==> src/rtl/preadder_sched.sv <==
// preadder_sched: round-robin issue scheduler for the 4-thread interleaved BN254 preadder
// Ports: clk/rst (sync, active-high); req_valid/req_mode1/req_mode2/req_ready per-thread handshake;
//   stall blocks issue; pa_sel_valid/pa_thread select operands now, pa_mode1/pa_mode2 lag LAT_MODE;
//   out_valid/out_thread tag the result LAT_OUT after issue; busy = any tag in flight;
//   err_unprimed sticky flag, live only when PREADDER_SCHED_PRIME_CHECK_EN is defined.
module preadder_sched #(
  parameter int LAT_MODE = 1,
  parameter int LAT_OUT = 2
) (
  input  logic            clk,
  input  logic            rst,
  input  logic [3:0]      req_valid,
  input  logic [3:0][1:0] req_mode1,
  input  logic [3:0][1:0] req_mode2,
  output logic [3:0]      req_ready,
  input  logic            stall,
  output logic            pa_sel_valid,
  output logic [1:0]      pa_thread,
  output logic [1:0]      pa_mode1,
  output logic [1:0]      pa_mode2,
  output logic            out_valid,
  output logic [1:0]      out_thread,
  output logic            err_unprimed,
  output logic            busy
);
  logic [1:0] ptr, gid, thr_q, m1_in, m2_in;
  logic issue;
  logic [LAT_MODE-1:0][1:0] m1_q, m2_q;
  logic [LAT_OUT-1:0] v_q;
  logic [LAT_OUT-1:0][1:0] t_q;
  // scan from farthest to nearest so the first valid at/after ptr wins
  always_comb begin
    gid = '0;
    issue = 1'b0;
    for (int k = 3; k >= 0; k--)
      if (!stall && req_valid[ptr + 2'(k)]) begin
        issue = 1'b1;
        gid = ptr + 2'(k);
      end
  end
  assign req_ready = issue ? 4'b0001 << gid : 4'b0000;
  assign pa_sel_valid = issue;
  assign pa_thread = issue ? gid : thr_q;
`ifdef PREADDER_SCHED_PRIME_CHECK_EN
  logic [3:0] primed;
  logic unprimed, acc_req;
  assign unprimed = issue && !primed[gid];
  assign acc_req = req_mode1[gid] == 2'b01 || req_mode2[gid] == 2'b01;
  assign m1_in = !issue ? 2'b00 : (unprimed && req_mode1[gid] == 2'b01) ? 2'b00 : req_mode1[gid];
  assign m2_in = !issue ? 2'b00 : (unprimed && req_mode2[gid] == 2'b01) ? 2'b00 : req_mode2[gid];
  // an idle cycle still writes the held thread's delay slot with junk
  always_ff @(posedge clk) begin
    if (rst) begin
      primed <= '0;
      err_unprimed <= 1'b0;
    end else begin
      if (issue) primed[gid] <= 1'b1;
      else primed[thr_q] <= 1'b0;
      if (unprimed && acc_req) err_unprimed <= 1'b1;
    end
  end
`else
  assign m1_in = issue ? req_mode1[gid] : 2'b00;
  assign m2_in = issue ? req_mode2[gid] : 2'b00;
  assign err_unprimed = 1'b0;
`endif
  always_ff @(posedge clk) begin
    if (rst) begin
      ptr <= '0;
      thr_q <= '0;
      m1_q <= '0;
      m2_q <= '0;
      v_q <= '0;
      t_q <= '0;
    end else begin
      if (issue) begin
        ptr <= gid + 2'd1;
        thr_q <= gid;
      end
      m1_q[0] <= m1_in;
      m2_q[0] <= m2_in;
      for (int k = 1; k < LAT_MODE; k++) begin
        m1_q[k] <= m1_q[k-1];
        m2_q[k] <= m2_q[k-1];
      end
      v_q[0] <= issue;
      t_q[0] <= gid;
      for (int k = 1; k < LAT_OUT; k++) begin
        v_q[k] <= v_q[k-1];
        t_q[k] <= t_q[k-1];
      end
    end
  end
  assign pa_mode1 = m1_q[LAT_MODE-1];
  assign pa_mode2 = m2_q[LAT_MODE-1];
  assign out_valid = v_q[LAT_OUT-1];
  assign out_thread = t_q[LAT_OUT-1];
  assign busy = |v_q;
endmodule

==> config.mk <==
export PLATFORM = sky130hd
export DESIGN_NAME = preadder_sched
export DESIGN_NICKNAME = d
export VERILOG_FILES = /design/src/rtl/preadder_sched.sv
export SDC_FILE = /design/constraint.sdc
export NUM_CORES = 1
export LEC_CHECK = 0
export CAP_MARGIN = 20
export CELL_PAD_IN_SITES_DETAIL_PLACEMENT = 2
export CELL_PAD_IN_SITES_GLOBAL_PLACEMENT = 2
export CORE_ASPECT_RATIO = 0.9
export CORE_MARGIN = 4
export CORE_UTILIZATION = 32
export DETAILED_ROUTE_END_ITERATION = 10
export DONT_BUFFER_PORTS = 1
export PLACE_DENSITY_LB_ADDON = 0.1
export REMOVE_ABC_BUFFERS = 1
export SYNTH_ARGS = -nofsm -noshare
export SYNTH_HDL_FRONTEND = slang
export SYNTH_SLANG_ARGS = --single-unit
==> constraint.sdc <==
create_clock -name clk -period 1.75 [get_ports clk]
set_input_delay 0.35 -clock clk [delete_from_list [all_inputs] [get_ports clk]]
set_output_delay 0.35 -clock clk [all_outputs]
set_load 0.005 [all_outputs]
=== Yosys cells after proc, flatten, opt, wreduce, memory -nomap -nowiden ===
Index checks and enable logic that the tools add are counted.

* Equal/unequal tests: 0
* Bitwise logic cells: 1
* $mul: 0
* Magnitude comparators: 5
* Mux-type cells: 22
* Reductions and logical operators: 7
* $add $sub $neg: 4
* Divide/modulo/power cells: 0
* Shift-type cells: 1

{| class="wikitable"
|+ Operator list
! operator !! number
|-
| 2-bit by 3-bit < comparator with 1-bit output (second input constant) || 5
|-
| 2-bit two-way mux || 7
|-
| 1-bit binary-select mux with 2-bit select || 4
|-
| 2-bit binary-select mux with 2-bit select || 2
|-
| 1-bit two-way mux || 8
|-
| 2-bit by 1-bit adder with 2-bit output (second input constant) || 2
|-
| 2-bit adder (second input constant) || 2
|-
| 1-bit logical AND || 4
|-
| 4-bit two-way mux || 1
|-
| 2-bit OR reduction || 2
|-
| 1-bit by 2-bit left shift with 4-bit output (first input constant) || 1
|-
| 1-bit zero test || 1
|-
| 1-bit inverter || 1
|}

* RAM bits: 0
* Input port bits: 23
* Latch bits: 0
* Register bits: 14
* Memory bits (read-only): 0
* Word-level logic and storage cells: 47
* Output and inout port bits: 16
* Memories: 0

=== Depth between registers and ports, before layout ===
Gate-level depths: netlist (run 1).

* Word-level depth: 10
* Gate-level depth with buffers: 7

=== Worst setup path after synthesis (run 1) ===
OpenSTA, ideal clock, no wires.

* Path kind: reg2out
* Start point: register ptr[0]
* End point: output port req_ready[0]
* Arrival time: 1,284 ps
* Cell stages (with the launch flop): 6
* Path buffers: 1
* Slack: 116 ps
* Path through: dfxtp_1 -> inv_2 -> o311a_1 -> and2_1 -> buf_6 -> nor3_1

* Word-level cells in the longest chain between the ends: 10

{| class="wikitable"
|+ Ends and longest elaborated chain
! item !! line !! RTL
|-
| start: declaration || 26 || <nowiki>logic [1:0] ptr, gid, thr_q, m1_in, m2_in;</nowiki>
|-
| start signal: assignment || 77 || <nowiki>ptr <= gid + 2'd1;</nowiki>
|-
| 2-bit adder || 36, 38 ||
|-
| 1-bit binary-select mux with 2-bit select || 36 || <nowiki>if (!stall && req_valid[ptr + 2'(k)]) begin</nowiki>
|-
| 1-bit two-way mux (implied by the code) || 36 ||
|-
| 1-bit logical AND || 36 ||
|-
| 2-bit two-way mux (4 in a row) || 36 ||
|-
| 1-bit by 2-bit left shift with 4-bit output || 41 || <nowiki>assign req_ready = issue ? 4'b0001 << gid : 4'b0000;</nowiki>
|-
| 4-bit two-way mux (*) || 41 ||
|-
| end: declaration || 15 || <nowiki>output logic [3:0] req_ready,</nowiki>
|}

Every way passes the cells marked *; elsewhere a longest branch is shown, timed or not. The select of a mux whose other input is x is not followed.

=== Worst setup path after layout (run 1) ===
* Start point: register ptr[1]
* End point: output port pa_thread[1]

* Word-level cells in the longest chain between the ends: 9

{| class="wikitable"
|+ Ends and longest elaborated chain
! item !! line !! RTL
|-
| 2-bit adder || 36, 38 ||
|-
| 1-bit binary-select mux with 2-bit select || 36 ||
|-
| 1-bit two-way mux (implied by the code) || 36 ||
|-
| 1-bit logical AND || 36 ||
|-
| 2-bit two-way mux / 1-bit two-way mux (equally long branches) (4 in a row) || 36 ||
|-
| 2-bit two-way mux (*) || - ||
|-
| end: declaration || 18 || <nowiki>output logic [1:0] pa_thread,</nowiki>
|}

Marks and branches as above.

==> flow_summary.ini, run 1 <==
[clocking]
clk_latency_ps = 280
holdBufCountCts = 0
cts_tree = built
clkSlewWorstSetupHoldPaths_ps = 100
cts_root_buffer = clkbuf_4
clockBufferDepth = 2
cts_buffers = 3
htree_levels = 1
clkSinkCount = 14

[setup_path]
worstSetupStartpointType = flop
path_cells = nand2_4 -> a221oi_4 -> or2_4 -> nand2_4
cpMostUsedCell = nand2_4
cp-end-kind = output pin
path_buf_inv = 0
crit_fanout = 8
critical-path-slowest-cell = dfxtp_4
critPathMaxStageDelay_ps = 430
r2r-end = pa_mode2[0]
required_ps = 1400
cp_top_family = flip-flops
crit_type = reg -> out
endpoint = pa_thread[1]
cp.depth = 4
ff2ff_setup_slack_ps = 70
cp.arrival_ps = 1420
startpoint = ptr[1]
rr_worst_depth = 7
rr_startpoint = ptr[0]

[synth]
synth_area_leaders = dfxtp_1 (36%), buf_4 (5.8%), nor3_1 (5.1%), nor2b_1 (4.8%), a221oi_1 (4.5%)
yosysWarnings = 0
synthCells = 90
synth_top_area_share_pct = 36.0
synth_top_area_cell = dfxtp_1
synth_cell_types = 36
synth_edf_count = 0
netlist_area_sq_um = 779
ys_seq_area_share_pct = 36.0
async_flop_share_pct = 0
synth-seq-cells = 14
avgSynthCellArea_sq_um = 8.66
postSynth.topFlopCell = dfxtp_1

[route]
ant_nets = 0
drc_errors = 0
wire_per_inst_um = 21.2
vias = 710
drt_iter0_markers = 14
wl_mm = 2.67
drt-vias-per-instance = 5.63
drt_first_pass_iters = 4

[grt]
use_met2_pct = 26.8
grt_max_degree = 13
use_met1_pct = 19.4
grt.overflow.total = 0
track_usage_pct = 16.1
grt_pass1_vias = 784
grt_busiest_layer = met2
antenna_found_initial = 0
grt_pass1_wl_mm = 3.82
grtUsageMet3_pct = 6.60

[placement]
post_dp_cell_area_sq_um = 787
dp.final_hpwl_mm = 1.77
gp_congestion = 0.676
portBuffers = 0
place_ws_ps = 4.25

[layout]
register_area_sq_um = 288
final_cell_mix = buf_4 (13), dfxtp_1 (12), nor3_1 (7)
nNetsFinal = 123
fill_cells = 253
final_common_cell = buf_4
multi_input_area_sq_um = 527
stdcell_area_sq_um = 996
drive_gt1_share_pct = 42.4
syn2layout_area_growth_pct = 27.8
diodes = 0

[sta]
setup_viol = 4
timing.final.ws_setup_ps = -18.4
fin_crit_sh_pct = 101
period_needed_ps = 1770
clock_skew_ps = 13.5
maxSlewViolCount = 0
hold_ws_ps = 114
finalHoldViolCount = 0
rsz0062_at_grt = yes
fmax_mhz = 565

[power]
power.switching_w = 0.000257
p_leak_nw = 0.390
internal_power_w = 0.000583
peakVddDrop_uv = 429
combPwrFrac_pct = 28.6
p_per_area_mw_per_mm2 = 843
swShare_pct = 30.6
pwr-share-seq_pct = 43.3
pwr-share-clk_pct = 28.1

[worst_hold_path]
hp-class = in -> reg
worstHoldPathCells = 1

[floorplan]
io_pins = 39
dieArea_sq_mm = 0.00329
start_util_pct = 34.8
fp-row-count = 16
dieWidth_um = 60.0
core-area_sq_mm = 0.00224
die_h_um = 54.8

[run]
drv_cap = 0

[run_status]
failed_checks = negative setup slack
outcome = finished with violations
-- state kept, by name, summed over array words and instances (netlist names) --
| signal | flops |
|---|---|
| thr_q | 2 |
| ptr | 2 |
| pa_mode2 | 2 |
| pa_mode1 | 2 |
| v_q | 2 |
| t_q | 2 |
| out_thread | 2 |
-- metal layers --
layer | wire, um | up-vias
met2 | 1340 | 27
li1 | - | 337
met3 | 174 | 2
met4 | 20 | 0
met1 | 1140 | 344
met5 | 0 | -
-- worst min path at each step --
stage,startpoint,endpoint
after floorplan,t_q[0],out_thread[0]
after global placement,t_q[0],out_thread[0]
after detailed placement,rst,thr_q[1]
after CTS,rst,ptr[1]
after global routing,rst,ptr[1]
final,rst,ptr[1]
-- cell usage after synthesis (all sizes together), types with 2 or more instances --
cell type	instances
nor3	9
inv	3
nand2b	5
nor4	5
nor2b	6
a21oi	2
a221oi	5
nor2	7
and2	2
dfxtp	14
or2	2
nand2	8
buf	7
-- cell type report --
type | instances | share of cell area, %
multi-input cells | 65 | 52.9
flip-flops and latches | 14 | 28.9
repair buffers | 13 | 9.80
clock buffers | 4 | 3.64
well taps | 27 | 3.39
inverters | 3 | 1.38
-- cell families (layout without fill, tap and decap cells) --
logic type / Yosys count / count (layout) / synth area share (%)
XOR/XNOR: 1 / 1 / 1.12
AO/OA/AOI/OAI: 18 / 18 / 20.5
flip-flops: 14 / 14 / 36.0
other: 1 / 1 / 0.481
buffers and inverters: 11 / 20 / 9.63
AND/OR/NAND/NOR: 45 / 45 / 32.3
-- metrics by stage --
step                setup TNS, ps  power [W]  cells  util, %
global route                 -414   0.000891    126     44.4
detailed placement              0   0.000531    114     35.1
global placement                0   0.000526    114     35.1
CTS                         -93.8   0.000817    123     42.1
finish                      -53.5   0.000839    126     44.4
floorplan                       0   0.000476     82        -
-- power groups by stage --
stage,Combinational (W),Clock (W),Sequential (W)
after floorplan,0.000113,0,0.000362
after global placement,0.000161,0,0.000365
after detailed placement,0.000164,0,0.000366
after CTS,0.000215,0.000241,0.000361
after global routing,0.000262,0.000262,0.000366
final,0.000240,0.000236,0.000363
-- worst register-to-register path: stages, from the launching register on --
cell and delay (ps):
dfxtp_4 390, nor2b_2 50, o31a_1 280, or2_4 290
buf_4 150, buf_4 140, a221oi_2 200, nor4_1 70
-- timing repair --
item | in CTS | in global routing
setup buffers | 5 | 3
endpoints found under the setup margin | 6 | 9
gates resized for setup | 21 | 6
pin swaps | 5 | 6
(Power assumes the default switching activity.)
==> inputs of run 2 (changes only) <==
Settings changed: GPL_TIMING_DRIVEN set to 0.
==> run 2 against run 1 <==
Net effect:
- the flow still finishes with violations (negative setup slack)
- total power is 2.3% higher
- flip-flop and latch count is the same
- sequential power about the same
- critical path depth is 1 higher
- wire length down 3.1%
- worst setup slack lost 8.4 ps
- combinational power increased by 12%
- design area increased by 4.9%
- first-iteration DRC count is 36% higher
- fmax down 0.47%
- utilization up 2.2 points
- critical endpoint is now req_ready[2]
- largest power group unchanged
- highest routed layer is now met3
==> flow_summary.ini, run 2 (same netlist as run 1, synthesis figures left out) <==
[sta]
maxSlewViolCount = 0
clock_skew_ps = 5.44
fin_crit_sh_pct = 102
timing.final.ws_setup_ps = -26.8
setup_viol = 4
finalHoldViolCount = 0
rsz0062_at_grt = yes
fmax_mhz = 563
period_needed_ps = 1780

[route]
drt-vias-per-instance = 5.73
drt_first_pass_iters = 4
drt_iter0_markers = 19
wl_mm = 2.59
vias = 733
drc_errors = 0
ant_nets = 0
wire_per_inst_um = 20.2

[setup_path]
cp.depth = 5
rr_startpoint = ptr[1]
crit_fanout = 6
cp-end-kind = output pin
crit_type = reg -> out
worstSetupStartpointType = flop
cp_top_family = simple AND/OR/NAND/NOR gates
critical-path-slowest-cell = dfxtp_4
endpoint = req_ready[2]
path_buf_inv = 1
startpoint = ptr[1]
r2r-end = pa_mode1[1]
critPathMaxStageDelay_ps = 400
path_cells = buf_6 -> nand2b_4 -> o31a_1 -> or2_4 -> nor2_2
cp.arrival_ps = 1430
rr_worst_depth = 8
required_ps = 1400
ff2ff_setup_slack_ps = 30

[power]
combPwrFrac_pct = 31.2
pwr-share-seq_pct = 42.0
peakVddDrop_uv = 571
power.switching_w = 0.000261
swShare_pct = 30.5
p_per_area_mw_per_mm2 = 822
internal_power_w = 0.000597
pwr-share-clk_pct = 26.8
p_leak_nw = 0.399

[run]
drv_cap = 0

[floorplan]
dieArea_sq_mm = 0.00329
dieWidth_um = 60.0
die_h_um = 54.8
io_pins = 39
core-area_sq_mm = 0.00224
start_util_pct = 34.8
fp-row-count = 16

[placement]
portBuffers = 0
dp.final_hpwl_mm = 1.60
post_dp_cell_area_sq_um = 749
gp_congestion = 0.628

[layout]
fill_cells = 238
stdcell_area_sq_mm = 0.00104
diodes = 0
final_cell_mix = buf_4 (13), dfxtp_1 (12), nor3_1 (7)
drive_gt1_share_pct = 44.6
syn2layout_area_growth_pct = 34.0
post-route-util_pct = 46.6
final_common_cell = buf_4
nNetsFinal = 125

[clocking]
holdBufCountCts = 0
cts_tree = built
clk_latency_ps = 280
htree_levels = 1
cts_buffers = 3
clkSlewWorstSetupHoldPaths_ps = 90
cts_root_buffer = clkbuf_4
clockBufferDepth = 2
clkSinkCount = 14

[grt]
track_usage_pct = 15.6
grt.overflow.total = 0
grt_pass1_wl_mm = 3.75
grt_pass1_vias = 779
grt_max_degree = 13
antenna_found_initial = 0

[run_status]
outcome = finished with violations
failed_checks = negative setup slack

[worst_hold_path]
hp-class = in -> reg
-- run 2: worst min-delay path by stage --
stage,to,cells after the start,from,slack [ps]
floorplan,out_thread[0],1,t_q[0],410
global placement,thr_q[0],1,rst,420
detailed placement,thr_q[0],1,rst,420
CTS,ptr[1],1,rst,110
global route,ptr[0],1,rst,100
finish,ptr[0],1,rst,120
-- run 2: layer usage --
layer | track usage [%] | wire (um) | part of all wire, %
met1 | 19.4 | 1120 | 43
met2 | 26.4 | 1290 | 50
met3 | 5.42 | 175 | 6.8
met4 | 2.21 | 0 | 0
met5 | 0 | 0 | 0
-- run 2: final cells by class --
type | instances | area (sq um) | area share (%)
tap | 27 | 33.8 | 3.23
multi-input combinational | 65 | 556 | 53.2
timing repair buffer | 15 | 120 | 11.5
clock buffer | 4 | 36.3 | 3.47
inverter | 3 | 11.3 | 1.08
sequential | 14 | 288 | 27.5
-- run 2: what timing repair did --
item / CTS / global route
setup buffers: 9 / 6
endpoints found under the setup margin: 10 / 8
pin swaps: 4 / 5
gates resized for setup: 23 / 10
-- run 2: power by group through the flow --
stage | Sequential (W) | Combinational [W] | Clock (W)
global placement | 0.000368 | 0.000138 | 0
floorplan | 0.000362 | 0.000113 | 0
CTS | 0.000358 | 0.000212 | 0.000240
finish | 0.000360 | 0.000268 | 0.000230
detailed placement | 0.000369 | 0.000142 | 0
global route | 0.000364 | 0.000291 | 0.000259
-- run 2: stage by stage --
step | setup TNS [ps] | cells | hold WS [ps] | worst slack (ps) | power [W]
2_1_floorplan | 0 | 82 | 414 | 146 | 0.000476
3_3_place_gp | -458 | 109 | 421 | -126 | 0.000507
3_5_place_dp | -498 | 109 | 423 | -139 | 0.000511
4_1_cts | -25.5 | 122 | 109 | -11.5 | 0.000811
5_1_grt | -543 | 128 | 98.1 | -130 | 0.000914
6_report | -89.2 | 128 | 123 | -26.8 | 0.000858
-- run 2: worst reg2reg max path, delay by kind of cell, from the launching register on --
family | cells | cell delay [ps]
simple gates | 3 | 440
flops | 1 | 400
buf+inv | 3 | 400
compound gates | 2 | 350
